--- src/rtl/cache_coh_ctrl.sv ---
// Snooping MSI cache-coherence controller with a direct-mapped tag/state array.
// Handles CPU load/store misses and upgrades over the bus, plus snoop search/invalidate.
module cache_coh_ctrl #(
    parameter int unsigned NSETS       = 16,
    parameter int unsigned FILL_CYCLES = 2
) (
    input  logic        clk,
    input  logic        rst_n,
    input  logic        cpu_rd,
    input  logic        cpu_wr,
    input  logic [10:0] cpu_addr,
    output logic        cpu_stall,
    output logic        read_miss,
    output logic        write_miss,
    output logic        invalidate,
    output logic [10:0] addr_out,
    output logic [1:0]  block_state,
    input  logic        grant,
    input  logic        search,
    input  logic        invalidate_tag,
    input  logic [10:0] snoop_addr,
    output logic        search_found,
    output logic        fill_done
);

    localparam int unsigned IDX_W = $clog2(NSETS);
    localparam int unsigned TAG_W = 11 - IDX_W;
    localparam int unsigned CNT_W = $clog2(FILL_CYCLES + 1);

    typedef enum logic [1:0] {ST_M = 2'b00, ST_S = 2'b01, ST_I = 2'b10} line_st_e;
    typedef enum logic [1:0] {IDLE, REQ, FILL} state_e;
    typedef enum logic [1:0] {OP_RD, OP_WR, OP_INV} op_e;

    state_e             state_q, state_d;
    op_e                op_q, op_d;
    logic [10:0]        addr_q, addr_d;
    logic [CNT_W-1:0]   cnt_q, cnt_d;
    logic               fill_done_q, fill_done_d;
    logic               search_found_q, search_found_d;
    logic               install;

    logic [TAG_W-1:0]   tag_q [NSETS];
    logic [TAG_W-1:0]   tag_d [NSETS];
    line_st_e           st_q  [NSETS];
    line_st_e           st_d  [NSETS];

    logic [IDX_W-1:0]   cpu_idx, miss_idx, snp_idx;
    logic [TAG_W-1:0]   cpu_tag, miss_tag, snp_tag;
    logic               cpu_match, cpu_hit, miss_hit, snp_hit;

    assign cpu_idx  = cpu_addr[IDX_W-1:0];
    assign cpu_tag  = cpu_addr[10:IDX_W];
    assign miss_idx = addr_q[IDX_W-1:0];
    assign miss_tag = addr_q[10:IDX_W];
    assign snp_idx  = snoop_addr[IDX_W-1:0];
    assign snp_tag  = snoop_addr[10:IDX_W];

    assign cpu_match = (tag_q[cpu_idx] == cpu_tag);
    assign cpu_hit   = cpu_match && (st_q[cpu_idx] != ST_I);
    assign miss_hit  = (tag_q[miss_idx] == miss_tag) && (st_q[miss_idx] != ST_I);
    assign snp_hit   = (tag_q[snp_idx] == snp_tag) && (st_q[snp_idx] != ST_I);

    assign block_state  = cpu_match ? st_q[cpu_idx] : ST_I;
    assign addr_out     = addr_q;
    assign fill_done    = fill_done_q;
    assign search_found = search_found_q;

    always_comb begin
        state_d        = state_q;
        op_d           = op_q;
        addr_d         = addr_q;
        cnt_d          = cnt_q;
        install        = 1'b0;
        cpu_stall      = 1'b0;
        read_miss      = 1'b0;
        write_miss     = 1'b0;
        invalidate     = 1'b0;
        search_found_d = search && snp_hit;

        case (state_q)
            IDLE: begin
                if (cpu_rd && !cpu_hit) begin
                    addr_d    = cpu_addr;
                    op_d      = OP_RD;
                    state_d   = REQ;
                    cpu_stall = 1'b1;
                end else if (cpu_wr && !cpu_hit) begin
                    addr_d    = cpu_addr;
                    op_d      = OP_WR;
                    state_d   = REQ;
                    cpu_stall = 1'b1;
                end else if (cpu_wr && st_q[cpu_idx] == ST_S) begin
                    addr_d    = cpu_addr;
                    op_d      = OP_INV;
                    state_d   = REQ;
                    cpu_stall = 1'b1;
                end
            end
            REQ: begin
                cpu_stall = 1'b1;
                // A pending upgrade whose line was snooped away turns into a full write miss.
                if (op_q == OP_INV && !miss_hit)
                    op_d = OP_WR;
                read_miss  = (op_d == OP_RD);
                write_miss = (op_d == OP_WR);
                invalidate = (op_d == OP_INV);
                if (grant) begin
                    state_d = FILL;
                    cnt_d   = '0;
                end
            end
            FILL: begin
                cpu_stall = 1'b1;
                if (op_q != OP_RD || cnt_q == CNT_W'(FILL_CYCLES - 1)) begin
                    install = 1'b1;
                    state_d = IDLE;
                end else if (cnt_q != CNT_W'(FILL_CYCLES)) begin
                    cnt_d = cnt_q + 1'b1;
                end
            end
            default: state_d = IDLE;
        endcase

        fill_done_d = install;
    end

    // Snoop updates first, own install last so it takes priority on a shared set.
    always_comb begin
        st_d  = st_q;
        tag_d = tag_q;
        if (search && snp_hit && st_q[snp_idx] == ST_M)
            st_d[snp_idx] = ST_S;
        if (invalidate_tag && snp_hit)
            st_d[snp_idx] = ST_I;
        if (install) begin
            tag_d[miss_idx] = miss_tag;
            st_d[miss_idx]  = (op_q == OP_RD) ? ST_S : ST_M;
        end
    end

    always_ff @(posedge clk or negedge rst_n) begin
        if (!rst_n) begin
            state_q        <= IDLE;
            op_q           <= OP_RD;
            addr_q         <= '0;
            cnt_q          <= '0;
            fill_done_q    <= 1'b0;
            search_found_q <= 1'b0;
            for (int unsigned i = 0; i < NSETS; i++) begin
                tag_q[i] <= '0;
                st_q[i]  <= ST_I;
            end
        end else begin
            state_q        <= state_d;
            op_q           <= op_d;
            addr_q         <= addr_d;
            cnt_q          <= cnt_d;
            fill_done_q    <= fill_done_d;
            search_found_q <= search_found_d;
            for (int unsigned i = 0; i < NSETS; i++) begin
                tag_q[i] <= tag_d[i];
                st_q[i]  <= st_d[i];
            end
        end
    end

endmodule

--- config.mk ---
export PLATFORM = sky130hd
export DESIGN_NAME = cache_coh_ctrl
export DESIGN_NICKNAME = d
export VERILOG_FILES = /design/src/rtl/cache_coh_ctrl.sv
export SDC_FILE = /design/constraint.sdc
export NUM_CORES = 1
export LEC_CHECK = 0
export CORE_MARGIN = 3
export CORE_UTILIZATION = 40
export DETAILED_ROUTE_END_ITERATION = 12
export GPL_TIMING_DRIVEN = 0
export PLACE_DENSITY_LB_ADDON = 0.3
export SETUP_SLACK_MARGIN = 0.5
export SLEW_MARGIN = 20
export SYNTH_ARGS = -nofsm -noshare
export SYNTH_HDL_FRONTEND = slang
export SYNTH_SLANG_ARGS = --single-unit
--- constraint.sdc ---
create_clock -name clk -period 9.2 [get_ports clk]
set_input_delay 1.84 -clock clk [delete_from_list [all_inputs] [get_ports clk]]
set_output_delay 1.84 -clock clk [all_outputs]
set_load 0.01 [all_outputs]
==> results of run 1 <==
-- cell usage after synthesis (9+ instances only) --
cell type | instances | area share
a21oi_1 | 14 | 0.0067
a32oi_1 | 9 | 0.0076
buf_2 | 11 | 0.0053
clkbuf_1 | 34 | 0.012
dfrtp_1 | 147 | 0.35
dfstp_2 | 16 | 0.040
inv_1 | 21 | 0.0076
mux2_2 | 108 | 0.12
mux2_4 | 10 | 0.014
mux2i_1 | 28 | 0.027
mux4_2 | 109 | 0.24
nand2_1 | 50 | 0.018
nor2_1 | 47 | 0.017
nor3_1 | 12 | 0.0058
o22a_1 | 10 | 0.0084
o31ai_1 | 16 | 0.012
xnor2_1 | 24 | 0.020
-- where the power goes --
group	switching, mW	internal, mW	total [mW]
Combinational	0.761	0.785	1.55
Sequential	0.263	0.970	1.23
Clock	0.320	0.468	0.787
Total	1.34	2.22	3.57
-- cell type report --
type / count / area share
clock buffer: 19 / 0.03679
inverter: 22 / 0.006860
tap: 330 / 0.03430
multi-input combinational: 542 / 0.4965
sequential: 163 / 0.3405
buffer: 61 / 0.02391
clock inverter: 13 / 0.01632
timing repair buffer: 51 / 0.04480
-- cell families (layout without fill, tap and decap cells) --
kind of cell / after synthesis / after routing / share of synthesized area
XOR/XNOR: 28 / 28 / 0.02358
adder cells (fa/ha/maj): 6 / 6 / 0.007219
flip-flops: 163 / 163 / 0.3942
AND/OR/NAND/NOR: 154 / 154 / 0.06991
AO/OA/AOI/OAI: 96 / 96 / 0.07039
multiplexers: 258 / 258 / 0.3991
buffers and inverters: 83 / 166 / 0.03561
-- critical path, stage by stage --
cell and delay (ps):
clkdlybuf4s50_1 580, buf_4 330, buf_2 450, buf_2 450, mux2i_1 360, xnor2_1 120, nor4_2 440, o22ai_2 220
o41ai_2 600, or2_2 280, a21oi_1 80, clkdlybuf4s50_1 480
-- sequential cells by signal (all words and copies together) (netlist names) --
register,flops
tag_q,112
st_q,32
addr_out,11
cnt_q,2
op_q,2
state_q,2
fill_done,1
search_found,1
-- routing by layer --
layer	up-vias	wire [µm]	global-route usage	part of all wire
met5	-	0	0	0
met4	0	1469	0.1007	0.043
li1	3181	-	-	-
met3	81	3480	0.05878	0.10
met1	3966	13640	0.3465	0.40
met2	479	15710	0.3781	0.46
-- per-stage QoR --
step | util | hold slack (ps)
after floorplan | - | 475.1
after global placement | 0.4422 | 518.4
after detailed placement | 0.4488 | 520.6
after CTS | 0.4739 | 535.2
after global routing | 0.4739 | 546.4
final | 0.4739 | 536.3
-- how the worst min path moves through the flow --
stage                      endpoint  slack, ps  depth (start not counted)
after floorplan           tag_q[53]        480                          2
after global placement     st_q[29]        520                          1
after detailed placement  tag_q[53]        520                          2
after CTS                   st_q[3]        540                          1
after global routing        st_q[3]        550                          1
final                     tag_q[53]        540                          2
==> results.tsv, run 1 <==
metric	value	unit
buffers added on ports	42	
area growth from synthesis to layout	15.76	%
unrepaired setup endpoints after global routing	false	
number of synthesized flops with an enable pin	0	
transition time at the pin with the least slew margin	1129	ps
core area	25400	µm²
Critical path origin	cpu_addr[1]	
hold buffers post-CTS	0	
number of nets produced by synthesis	823	
sequential cell area in the final layout	4099	µm²
number of placement rows	58	
iteration-0 DRC count of the detailed router	1043	
DR DRC count	0	
1st-pass router iterations	7	
final-report hold violation count	0	
clock tree from TritonCTS	done	
type of destination of the critical path	output port	
internal reg-to-reg setup slack	4970	ps
clk root buf	clkbuf_16	
net count of the finished layout	893	
worst-case setup slack after placement	1191	ps
final cell area excluding filler cells	12040	µm²
power density relative to cell area	296.2	nW/µm²
depth of the most critical reg-to-reg path	11	
initial core utilization	0.4094	
Final setup viols	0	
worst path arrival time	6260	ps
last element of the critical path	cpu_stall	
worst-case setup margin in the final layout	1100	ps
average instance area after synthesis	13.20	µm²
clock transition time at the flip-flop clock pins of the worst setup and hold paths	70	ps
final std cells w/o fill	1201	
total routed wirelength	34300	µm
total of warnings raised by yosys	0	
Worst Min Path Start	tag_q[53]	
mean routed wirelength per cell	28.56	µm
synthesized instance count	788	
max-slew violations	0	
Via density	6.417	
Top Ports	48	
Resize count post-CTS	0	
die outline height	167.2	µm
most common cell after layout, fill and taps aside	dfrtp_1	
worst slew margin relative to its limit	0.2474	
worst min path class	reg2reg	
sinks on the clock net	163	
fmax	123.5	MHz
sequential-to-total area share from yosys stat	0.3942	
number of antenna violations at the first check in global routing	0	
Filler Cells Inserted	2291	
horizontal die dimension	167.2	µm
postcts setup bufs	0	
maximum count of clock buffers along a single path	2	
Async SR Flop Fraction	1.000	
antenna diode count	0	
source-to-sink clock delay at the later pin of the worst-skew pair	440	ps
run status	finished clean	
post-layout power	3.566	mW
final worst clock skew	10.65	ps
top flip-flop cell by instance count after synthesis	dfrtp_1	
via count of the first global-routing pass	7849	
Final ANT Viol Nets	0	
global-route wire length before repair	51760	µm
depth of the CTS H-tree	4	
DIE AREA	27970	µm²
combined area of all synthesized cells	10400	µm²
Inserted Clock Buffers	17	
most frequent cells in the layout	dfrtp_1 (147), mux4_2 (109), mux2_2 (108), nand2_1 (50), clkdlybuf4s50_1 (41)	
last weighted congestion value of the routability-driven placer	0.9264	
share of cells above drive strength 1	0.3754	
dpl hpwl	23980	µm
biggest fanout along the worst timing path	10	
number of maximum-capacitance violations	0	
leakage power	4.917	nW
Critical Path Source Type	primary input	
combined area of the multi-input logic cells	5977	µm²
Critical R2R Launch	addr_out[1]	
critical path type	in2out	
Worst Path Required	7360	ps
setup TNS	0	ps
worst reg2reg path endpoint	op_q[0]	
largest vdd supply drop	0.1536	mV
largest net degree at the start of global routing	92	
count of vias placed by the detailed router	7707	
post-synthesis cell type count	57	
final period utilization	0.8805	
GRT Overall Usage	0.2485	
post-placement cell area	11400	µm²
minimum clock period after layout	8100	ps
GRT Residual Overflow	0	
number of placed instances, taps included	1169	
flop and latch count out of synthesis	163	
Power figures use the tool's default switching activity.
==> inputs of run 2 (changes only) <==
GPL_ROUTABILITY_DRIVEN = 0   (was not set)
REMOVE_ABC_BUFFERS = 1   (was not set)
SKIP_CTS_REPAIR_TIMING = 1   (was not set)
==> run 2 against run 1 <==
Net effect: power decreased by 4.6%; routed wire length decreased by 12%; via count decreased by 5.1%; sequential power increased by 13%; critical endpoint unchanged; highest routed layer unchanged.
==> results.tsv, run 2 (synthesis gave the netlist of run 1 again) <==
metric	value	unit	change
run status	finished clean		unchanged
number of antenna violations at the first check in global routing	0		unchanged
depth of the most critical reg-to-reg path	8		was 11
transition time at the pin with the least slew margin	1074	ps	was 1129 ps
area growth from synthesis to layout	13.64	%	was 15.76%
type of destination of the critical path	output port		unchanged
worst slew margin relative to its limit	0.2811		was 0.2474
source-to-sink clock delay at the later pin of the worst-skew pair	440	ps	about the same
Final ANT Viol Nets	0		unchanged
worst reg2reg path endpoint	st_q[4]		was op_q[0]
clk root buf	clkbuf_16		unchanged
unrepaired setup endpoints after global routing	false		unchanged
biggest fanout along the worst timing path	13		was 10
GRT Overall Usage	0.2191		was 0.2485
internal reg-to-reg setup slack	5730	ps	was 4970 ps
final-report hold violation count	0		unchanged
mean routed wirelength per cell	26.32	µm	was 28.56 µm
largest vdd supply drop	0.1352	mV	was 0.1536 mV
number of maximum-capacitance violations	0		unchanged
worst-case setup slack after placement	1485	ps	was 1191 ps
global-route wire length before repair	46640	µm	was 51760 µm
DR DRC count	0		unchanged
minimum clock period after layout	7732	ps	was 8100 ps
power density relative to cell area	287.8	nW/µm²	was 296.2 nW/µm²
most frequent cells in the layout	dfrtp_1 (144), mux4_2 (109), mux2_2 (108), nand2_1 (50), clkdlybuf4s50_1 (39)		was dfrtp_1 (147), mux4_2 (109), mux2_2 (108), nand2_1 (50), clkdlybuf4s50_1 (41)
maximum count of clock buffers along a single path	2		unchanged
final worst clock skew	10.40	ps	was 10.65 ps
Worst Path Required	7360	ps	about the same
initial core utilization	0.4094		unchanged
Clk pwr share	0.214		was 0.221
Top Ports	48		unchanged
buffers added on ports	47		was 42
dpl hpwl	20240	µm	was 23980 µm
Cells on Worst Hold Path	2		unchanged
sinks on the clock net	163		unchanged
total net switching power	1.285	mW	was 1.343 mW
Critical Path Source Type	primary input		unchanged
critical path type	in2out		unchanged
horizontal die dimension	167.2	µm	unchanged
Final setup viols	0		unchanged
largest net degree at the start of global routing	86		was 92
1st-pass router iterations	5		was 7
worst min path class	reg2reg		unchanged
number of placement rows	58		unchanged
DIE AREA	27970	µm²	unchanged
Worst Min Path Start	tag_q[55]		was tag_q[53]
register with the highest flop count	tag_q		unchanged
final period utilization	0.8405		was 0.8805
GRT Residual Overflow	0		unchanged
fmax	129.3	MHz	was 123.5 MHz
Inserted Clock Buffers	17		unchanged
via count of the first global-routing pass	7387		was 7849
core area	25400	µm²	unchanged
setup TNS	0	ps	unchanged
Flop pwr share	0.410		was 0.346
Critical R2R Launch	tag_q[5]		was addr_out[1]
clock tree from TritonCTS	done		unchanged
cells traversed along the worst timing path	clkdlybuf4s50_1 -> clkinv_1 -> mux2i_1 -> mux2i_1 -> xnor2_1 -> nand4_1 -> o41ai_2 -> or2_2 -> a21oi_1 -> clkdlybuf4s50_1		was clkdlybuf4s50_1 -> buf_4 -> buf_2 -> buf_2 -> mux2i_1 -> xnor2_1 -> nor4_2 -> o22ai_2 -> o41ai_2 -> or2_2 -> a21oi_1 -> clkdlybuf4s50_1
largest stage delay on the critical path	1030	ps	was 600 ps
flip-flop count of the largest register after layout	112		unchanged
worst path arrival time	5890	ps	was 6260 ps
power share of the combinational group	0.376		was 0.433
depth of the CTS H-tree	4		unchanged
antenna diode count	0		unchanged
worst min-delay path endpoint	tag_q[55]		was tag_q[53]
iteration-0 DRC count of the detailed router	752		was 1043
max-slew violations	0		unchanged
Worst Hold Slack	528.2	ps	was 536.3 ps
die outline height	167.2	µm	unchanged
worst-case setup margin in the final layout	1468	ps	was 1100 ps
leakage power	4.818	nW	was 4.917 nW
total routed wirelength	30240	µm	was 34300 µm
Via density	6.363		was 6.417
most common cell after layout, fill and taps aside	dfrtp_1		unchanged
share of cells above drive strength 1	0.3932		was 0.3754
share of total power consumed by net switching	0.3778		was 0.3767
worst-path cell with the longest stage delay	clkdlybuf4s50_1		was o41ai_2
internal cell power	2.116	mW	was 2.223 mW
net count of the finished layout	841		was 893
clock transition time at the flip-flop clock pins of the worst setup and hold paths	70	ps	about the same
count of vias placed by the detailed router	7311		was 7707
==> run 2: metal layers <==
layer	global-route usage	vias to the layer above	share of wire
met5	0	-	0
met4	0.07044	0	0.028
li1	-	3084	-
met3	0.04863	48	0.073
met2	0.3310	327	0.46
met1	0.3176	3852	0.44
==> run 2: worst max path at each step <==
stage	from	to	slack, ps
5_1_grt	cpu_addr[3]	cpu_stall	1200
2_1_floorplan	cpu_addr[0]	cpu_stall	3560
3_3_place_gp	rst_n	tag_q[97]	-750
4_1_cts	cpu_addr[3]	cpu_stall	1470
3_5_place_dp	cpu_addr[3]	cpu_stall	1490
6_report	cpu_addr[3]	cpu_stall	1470
==> run 2: cell type report <==
| class | instances | area (µm²) |
|---|---|---|
| sequential | 163 | 4108 |
| timing repair buffer | 60 | 651.9 |
| clock buffer | 17 | 425.4 |
| multi-input combinational | 542 | 5974 |
| inverter | 22 | 82.58 |
| fill | 2278 | 13580 |
| tap | 330 | 412.9 |
| clock inverter | 15 | 162.7 |
==> run 2: through the flow <==
stage	std cells	power, mW	instance area [µm²]	util
after detailed placement	1117	2.676	11230	0.4421
after floorplan	727	2.176	10110	-
after global routing	1149	3.585	11820	0.4653
after global placement	1104	2.639	10990	0.4329
final	1149	3.401	11820	0.4653
after CTS	1149	3.408	11820	0.4653
==> run 2: worst max-delay path: cells and delay by family <==
family | cells | cell delay, ps
multiplexers | 2 | 420
XOR/XNOR | 1 | 260
AND/OR/NAND/NOR | 2 | 560
buffers and inverters | 3 | 2170
AO/OA/AOI/OAI | 2 | 620
==> run 2: power by group through the flow <==
stage | Clock [mW] | Combinational (mW) | Sequential, mW
6_report | 0.728 | 1.28 | 1.39
5_1_grt | 0.768 | 1.38 | 1.44
4_1_cts | 0.737 | 1.28 | 1.39
3_5_place_dp | 0 | 1.28 | 1.40
3_3_place_gp | 0 | 1.22 | 1.42
2_1_floorplan | 0 | 0.910 | 1.27
